==> src/rtl/alu_pkg.sv <==
// rtl/alu_pkg.sv - shared ALU op encodings, word width and sequencer state type
package alu_pkg;

    localparam int ALU_W = 32;

    localparam logic [1:0] ALU_ADD = 2'd0;
    localparam logic [1:0] ALU_SUB = 2'd1;
    localparam logic [1:0] ALU_OR  = 2'd2;
    localparam logic [1:0] ALU_AND = 2'd3;

    typedef enum logic [1:0] {
        IDLE = 2'd0,
        RUN  = 2'd1,
        DONE = 2'd2
    } seq_state_t;

endpackage

==> src/rtl/alu_mp_sequencer.sv <==
// rtl/alu_mp_sequencer.sv - multi-precision word sequencer in front of the 32-bit ALU
//
// Ports:
//   clk, rst_n              clock, asynchronous active-low reset
//   start, op, cin, a, b    request and wide operands (sampled when not busy)
//   busy, done              words being issued / one-cycle completion pulse
//   result, carry_out, zero wide result and flags, valid with done, then held
//   alu_a, alu_b, alu_c     current word pair and chained carry to the ALU
//   alu_ctrl                latched op code to the ALU
//   alu_out, alu_c_out      combinational ALU result and carry/borrow out
module alu_mp_sequencer
    import alu_pkg::*;
#(
    parameter int NWORDS = 4,
    parameter int W      = 32 * NWORDS
) (
    input  logic             clk,
    input  logic             rst_n,
    input  logic             start,
    input  logic [1:0]       op,
    input  logic             cin,
    input  logic [W-1:0]     a,
    input  logic [W-1:0]     b,
    output logic             busy,
    output logic             done,
    output logic [W-1:0]     result,
    output logic             carry_out,
    output logic             zero,
    output logic [ALU_W-1:0] alu_a,
    output logic [ALU_W-1:0] alu_b,
    output logic             alu_c,
    output logic [1:0]       alu_ctrl,
    input  logic [ALU_W-1:0] alu_out,
    input  logic             alu_c_out
);

    localparam int               IDX_W    = $clog2(NWORDS);
    localparam logic [IDX_W-1:0] IDX_LAST = IDX_W'(NWORDS - 1);

    seq_state_t       r_state;
    seq_state_t       w_state_nxt;
    logic             w_accept;
    logic             w_last;
    logic             w_zero_nxt;
    logic             w_arith_in;

    logic [IDX_W-1:0] r_idx;
    logic             r_carry;
    logic [1:0]       r_op;
    logic             r_carry_out;
    logic             r_zero;
    logic [ALU_W-1:0] r_a_w   [NWORDS];
    logic [ALU_W-1:0] r_b_w   [NWORDS];
    logic [ALU_W-1:0] r_res_w [NWORDS];

    always_ff @(posedge clk or negedge rst_n) begin
        if (!rst_n) begin
            r_state <= IDLE;
        end else begin
            r_state <= w_state_nxt;
        end
    end

    always_comb begin
        w_state_nxt = r_state;
        w_accept    = 1'b0;
        w_last      = 1'b0;
        case (r_state)
            IDLE: begin
                if (start) begin
                    w_accept    = 1'b1;
                    w_state_nxt = RUN;
                end
            end
            RUN: begin
                if (r_idx == IDX_LAST) begin
                    w_last      = 1'b1;
                    w_state_nxt = DONE;
                end
            end
            DONE: begin
                if (start) begin
                    w_accept    = 1'b1;
                    w_state_nxt = RUN;
                end else begin
                    w_state_nxt = IDLE;
                end
            end
            default: w_state_nxt = IDLE;
        endcase
    end

    // Carry-in only seeds ADD/SUB; logic ops start the chain at 0.
    assign w_arith_in = (op == ALU_ADD) || (op == ALU_SUB);

    // At the last edge every lower word has already been written by this run,
    // so zero can be resolved from the stored words plus the live top word.
    always_comb begin
        w_zero_nxt = (alu_out == '0);
        for (int i = 0; i < NWORDS - 1; i++) begin
            if (r_res_w[i] != '0) begin
                w_zero_nxt = 1'b0;
            end
        end
    end

    always_ff @(posedge clk or negedge rst_n) begin
        if (!rst_n) begin
            r_idx       <= '0;
            r_carry     <= 1'b0;
            r_op        <= ALU_ADD;
            r_carry_out <= 1'b0;
            r_zero      <= 1'b0;
            for (int i = 0; i < NWORDS; i++) begin
                r_a_w[i]   <= '0;
                r_b_w[i]   <= '0;
                r_res_w[i] <= '0;
            end
        end else if (w_accept) begin
            r_idx   <= '0;
            r_op    <= op;
            r_carry <= w_arith_in ? cin : 1'b0;
            for (int i = 0; i < NWORDS; i++) begin
                r_a_w[i] <= a[ALU_W*i +: ALU_W];
                r_b_w[i] <= b[ALU_W*i +: ALU_W];
            end
        end else if (r_state == RUN) begin
            r_res_w[r_idx] <= alu_out;
            r_carry        <= alu_c_out;
            if (w_last) begin
                r_carry_out <= ((r_op == ALU_OR) || (r_op == ALU_AND)) ? 1'b0 : alu_c_out;
                r_zero      <= w_zero_nxt;
            end else begin
                r_idx <= r_idx + 1'b1;
            end
        end
    end

    assign busy      = (r_state == RUN);
    assign done      = (r_state == DONE);
    assign carry_out = r_carry_out;
    assign zero      = r_zero;
    assign alu_a     = busy ? r_a_w[r_idx] : '0;
    assign alu_b     = busy ? r_b_w[r_idx] : '0;
    assign alu_c     = busy ? r_carry : 1'b0;
    assign alu_ctrl  = r_op;

    for (genvar g = 0; g < NWORDS; g++) begin : g_result
        assign result[ALU_W*g +: ALU_W] = r_res_w[g];
    end

endmodule

==> config.mk <==
export PLATFORM = sky130hd
export DESIGN_NAME = alu_mp_sequencer
export DESIGN_NICKNAME = d
export VERILOG_FILES = /design/src/rtl/alu_pkg.sv /design/src/rtl/alu_mp_sequencer.sv
export SDC_FILE = /design/constraint.sdc
export NUM_CORES = 1
export LEC_CHECK = 0
export ABC_AREA = 1
export BUFFER_PORTS_ARGS = -buffer_cell sky130_fd_sc_hd__clkbuf_2
export CORE_MARGIN = 2
export CORE_UTILIZATION = 50
export DETAILED_ROUTE_END_ITERATION = 10
export PLACE_DENSITY = 0.75
export SYNTH_ARGS = -nofsm -noshare
export SYNTH_HDL_FRONTEND = slang
export SYNTH_SLANG_ARGS = --single-unit
==> constraint.sdc <==
create_clock -name clk -period 2.3 [get_ports clk]
set_input_delay 0.46 -clock clk [delete_from_list [all_inputs] [get_ports clk]]
set_output_delay 0.46 -clock clk [all_outputs]
set_load 0.02 [all_outputs]
### Word-level counts from Yosys, hierarchy flattened

Index checks and enable logic that the tools add are counted.
Widths: inputs -> output; s select.

* word-level logic and storage cells: 77
* output and inout bits: 199
* input port bits: 295
* register bits: 393

* muxes and demuxes: 30
* equal/unequal tests: 9
* add/subtract/negate cells: 1
* bitwise logic cells: 2
* reductions and logical operators: 15
* $lt $le $gt $ge: 2

Operators by type and width (count)
* $mux 32: 7
* $bmux 32 s2: 2
* $bwmux 128: 1
* $reduce_bool 32->1: 3
* $demux 32 s2: 1
* $logic_not 32->1: 1
* $mux 1: 13
* $mux 2: 5
* $eq 2x2->1 const B: 4
* $pmux 2 s3: 1
* $reduce_and 2->1: 3
* $eq 2x1->1 const B: 2
* $logic_not 2->1: 2
* $ne 2x2->1 const B: 2
* $ge 3x3->1 const B: 1
* $lt 3x1->1 const B: 1
* $not 2->3: 1
* $reduce_and 3->1: 1
* $add 2x1->2 const B: 1
* $logic_or 1x1->1: 2
* $ne 2x1->1 const B: 1
* $reduce_bool 2->1: 1
* $reduce_or 2->1: 1
* $logic_and 1x1->1: 1
* $not 1->1: 1

### Depth between registers and ports, before layout

* word-level depth: 6
* gate-level depth with buffers: 8
* gate-level depth less buffers: 7

### Worst setup path after synthesis

Ideal clock, no wire load.

* path kind: register to output
* start: register r_state[1]
* end: output alu_a[0]
* data arrival time: 1380 ps
* stages on the path, launching flop included: 6
* data required time: 1840 ps
* path slack: 460 ps
* cells stage by stage: dfrtp_1 nor2_8 inv_2 buf_6 buf_6 a21oi_1

* cells in the longest elaborated chain, start to end: 2

RTL lines
* start, declared: RTL line alu_mp_sequencer.sv:40 `seq_state_t r_state;`
* start signal, assigned: RTL line alu_mp_sequencer.sv:60 `r_state <= w_state_nxt;`
* $eq 2x1->1: RTL line alu_mp_sequencer.sv:139 `assign busy = (r_state == RUN);`
* net busy: RTL line alu_mp_sequencer.sv:24 `output logic busy,`
* $mux 32: RTL line alu_mp_sequencer.sv:143 `assign alu_a = busy ? r_a_w[r_idx] : '0;`
* end, declared: RTL line alu_mp_sequencer.sv:29 `output logic [ALU_W-1:0] alu_a,`

The timed path passes the listed nets, and every way through them passes these cells.

### Worst setup path after layout

* start: register r_idx[0]
* end: output alu_a[25]

* cells in the longest elaborated chain, start to end: 5

RTL lines
* start, declared: RTL line alu_mp_sequencer.sv:47 `logic [IDX_W-1:0] r_idx;`
* start signal, assigned: RTL line alu_mp_sequencer.sv:134 `r_idx <= r_idx + 1'b1;`
* $not 2->3 (not written as such): RTL line alu_mp_sequencer.sv:143
* $bmux 32 s2: RTL line alu_mp_sequencer.sv:143
* $mux 32 (not written as such) (2 in a row): RTL line alu_mp_sequencer.sv:143
* $mux 32: RTL line alu_mp_sequencer.sv:143

No other way between the ends. The select of a mux whose other input is x is not followed.

==> impl_metrics.tcl <==
set metrics [dict create \
    status "finished with violations" \
    failed_checks "negative setup slack" \
    wl_per_cell_microns 19.5 \
    worst_pin_slew_ps 1030 \
    utilization_pct 68.0 \
    final_cells 3164 \
    r2r_start "r_idx[0]" \
    synth_area_leaders "dfrtp_1, nand2_1, nor2_1, o21ai_0, a21oi_1" \
    synth_cells 2188 \
    hold_slack_ps 122 \
    crit_start "r_idx[0]" \
    antenna_found_initial 6 \
    cts_tree "built" \
    drive_gt1_share_pct 29.5 \
    top_layer "met5" \
    synth_fp_nets 2487 \
    die_w_microns 190 \
    critical_path_class "register to primary output" \
    final-max-slew-violation-count 0 \
    place_inst 3042 \
    post-synth-top-area-cell "dfrtp_1" \
    min_period_ps 2520 \
    yosysSeqAreaShare_pct 56.8 \
    worst_skew_pair.late_latency_ps 530 \
    synth_seq_cells 393 \
    post-route-drc-count 0 \
    netlist_area_sq_um 17300 \
    finalSetupViolCount 64 \
    core_sq_um 34300 \
    first_iter_violations 1578 \
    drt_wl_total_mm 61.7 \
    start_kind "register" \
    mostFrequentLayoutCells "nand2_1, clkbuf_2, dfrtp_1, nor2_1, o21ai_0" \
    die_h_microns 190 \
    h-tree-depth 2 \
    grt_max_degree 206 \
    post-route-period-util_pct 110 \
    dr_wl_met2_mm 28.6 \
    root_buffer "clkbuf_16" \
    grt_pass1_vias 16300 \
    clkTransAtPathRegs_ps 60 \
    gp_congestion 0.942 \
    hold_start "op[0]" \
    final_common_cell "nand2_1" \
    ys_warn_count 0 \
    slew_headroom_pct 31.3 \
    slowest_delay_ps 550 \
    place.port_buffers 493 \
    rows 68 \
    crit_slowest_cell "dfrtp_4" \
    required_ps 1840 \
    io_pins 494 \
    hold_class "input port to register" \
    synthDistinctLibCells 23 \
    ant_nets 0 \
    avgViaCountPerCell 5.44 \
    leakagePower_uw 0.0124 \
    design_area_sq_um 23300 \
    powerDensity_nw_per_um2 1690 \
    finClkSkew_ps 10.2 \
    synth_top_area_share_pct 56.8 \
    start_util_pct 50.5 \
    hold_violations 0 \
    layout.nets 2974 \
    worstPathCellList "buf_12 > inv_8 > clkbuf_16 > o21ai_0 > a21oi_1 > buf_4" \
    fmax_mhz 396 \
    fin_ws_ps -225 \
    place_hpwl_mm 39.1 \
    synth.avg_cell_area_sq_um 7.91 \
    crit_path_max_fanout 7 \
    arrival_ps 2060 \
    crit_path_end_kind "primary output" \
    rsz0062_at_grt "yes" \
    track_usage_pct 31.6 \
    numClockSinks 393 \
    clockBufferDepth 3 \
    route.vias.total 17200 \
    drtPass1Iterations 5 \
    vdd_drop_max_uv 943 \
    maxCapViolations 0 \
    routed-wl-met3_mm 6.16 \
    dpl_cell_area_sq_um 20100 \
    cts-buffers-inserted 42 \
    overflow 0 \
    synthToLayoutAreaGrowth_pct 34.7 \
    dieArea_sq_um 36100 \
    setup_tns_ps -9710 \
    grt_first_pass_wirelength_mm 88.5 \
    m1WireLength_mm 23.2 \
]
report_power, final:
group          internal (uW)  switching [uW]  total [uW]
clock network           4380            2830        7220
registers              10300            2510       12800
logic                   7380           12000       19400
total                  22000           17300       39400
sequential cells by signal, indices dropped and copies added, names as in the netlist:
signal,count
zero,1
r_a_w,128
r_idx,2
alu_ctrl,2
r_state,2
r_b_w,128
r_carry,1
result,128
carry_out,1
synthesized netlist by cell type (all sizes together):
cell / n
a21oi: 66
buf: 90
clkbuf: 41
dfrtp: 393
ha: 4
inv: 42
nand2: 945
nand3: 6
nand4: 1
nor2: 338
nor3: 1
o21ai: 259
o21bai: 1
o311ai: 1
worst max-delay path: cells and delay by family, from the launching register on:
family	cells	cell delay, ps
flip-flops	1	550
AO/OA/AOI/OAI	2	340
buffers and inverters	4	630
metal layers:
metal / vias up / track usage, %
li1: 7826 / -
met1: 8175 / 40.1
met2: 976 / 49.6
met3: 225 / 7.60
met4: 6 / 18.5
met5: - / 0
cells by family after synthesis:
family                   share of synthesized area (%)
AND/OR/NAND/NOR                                   28.3
flip-flops                                        56.8
AO/OA/AOI/OAI                                     9.51
buffers and inverters                             5.05
adder cells (fa/ha/maj)                          0.289
per-stage QoR:
step                setup slack [ps]  total power (uW)
finish                          -225             39400
global route                    -259             41600
CTS                             -233             36400
detailed placement               184             27500
global placement                 174             27200
floorplan                        460             22100
area by class of cell:
class	count	area [sq um]
diodes	3	7.51
repair inverters	2	20.0
clock buffers	56	1210
multi-input cells	1622	7160
fillers	2810	11000
repair buffers	572	4050
well taps	455	569
inverters	42	206
clock inverters	19	255
flip-flops and latches	393	9840
path summary, 6_finish.rpt:
check / endpoint / slack [ps] / depth (start not counted)
worst max-delay path: alu_a[25] / -220 / 6
worst min-delay path: alu_ctrl[0] / 120 / 3
worst max register to register: r_idx[1] / 240 / 7
worst min register to register: r_b_w[4] / 480 / 2
max in group asynchronous: r_a_w[25] / 1070 / 3
min in group asynchronous: r_a_w[22] / 440 / 2
what timing repair did:
action	4_1_cts	5_1_grt
endpoints found under the hold margin	40	0
resized for setup	140	298
endpoints found under the setup margin	65	66
buffers inserted	6	11
gates cloned	9	19
hold buffers	1	0
pin swaps	5	69
No activity file was read; power rests on OpenSTA's default activity.
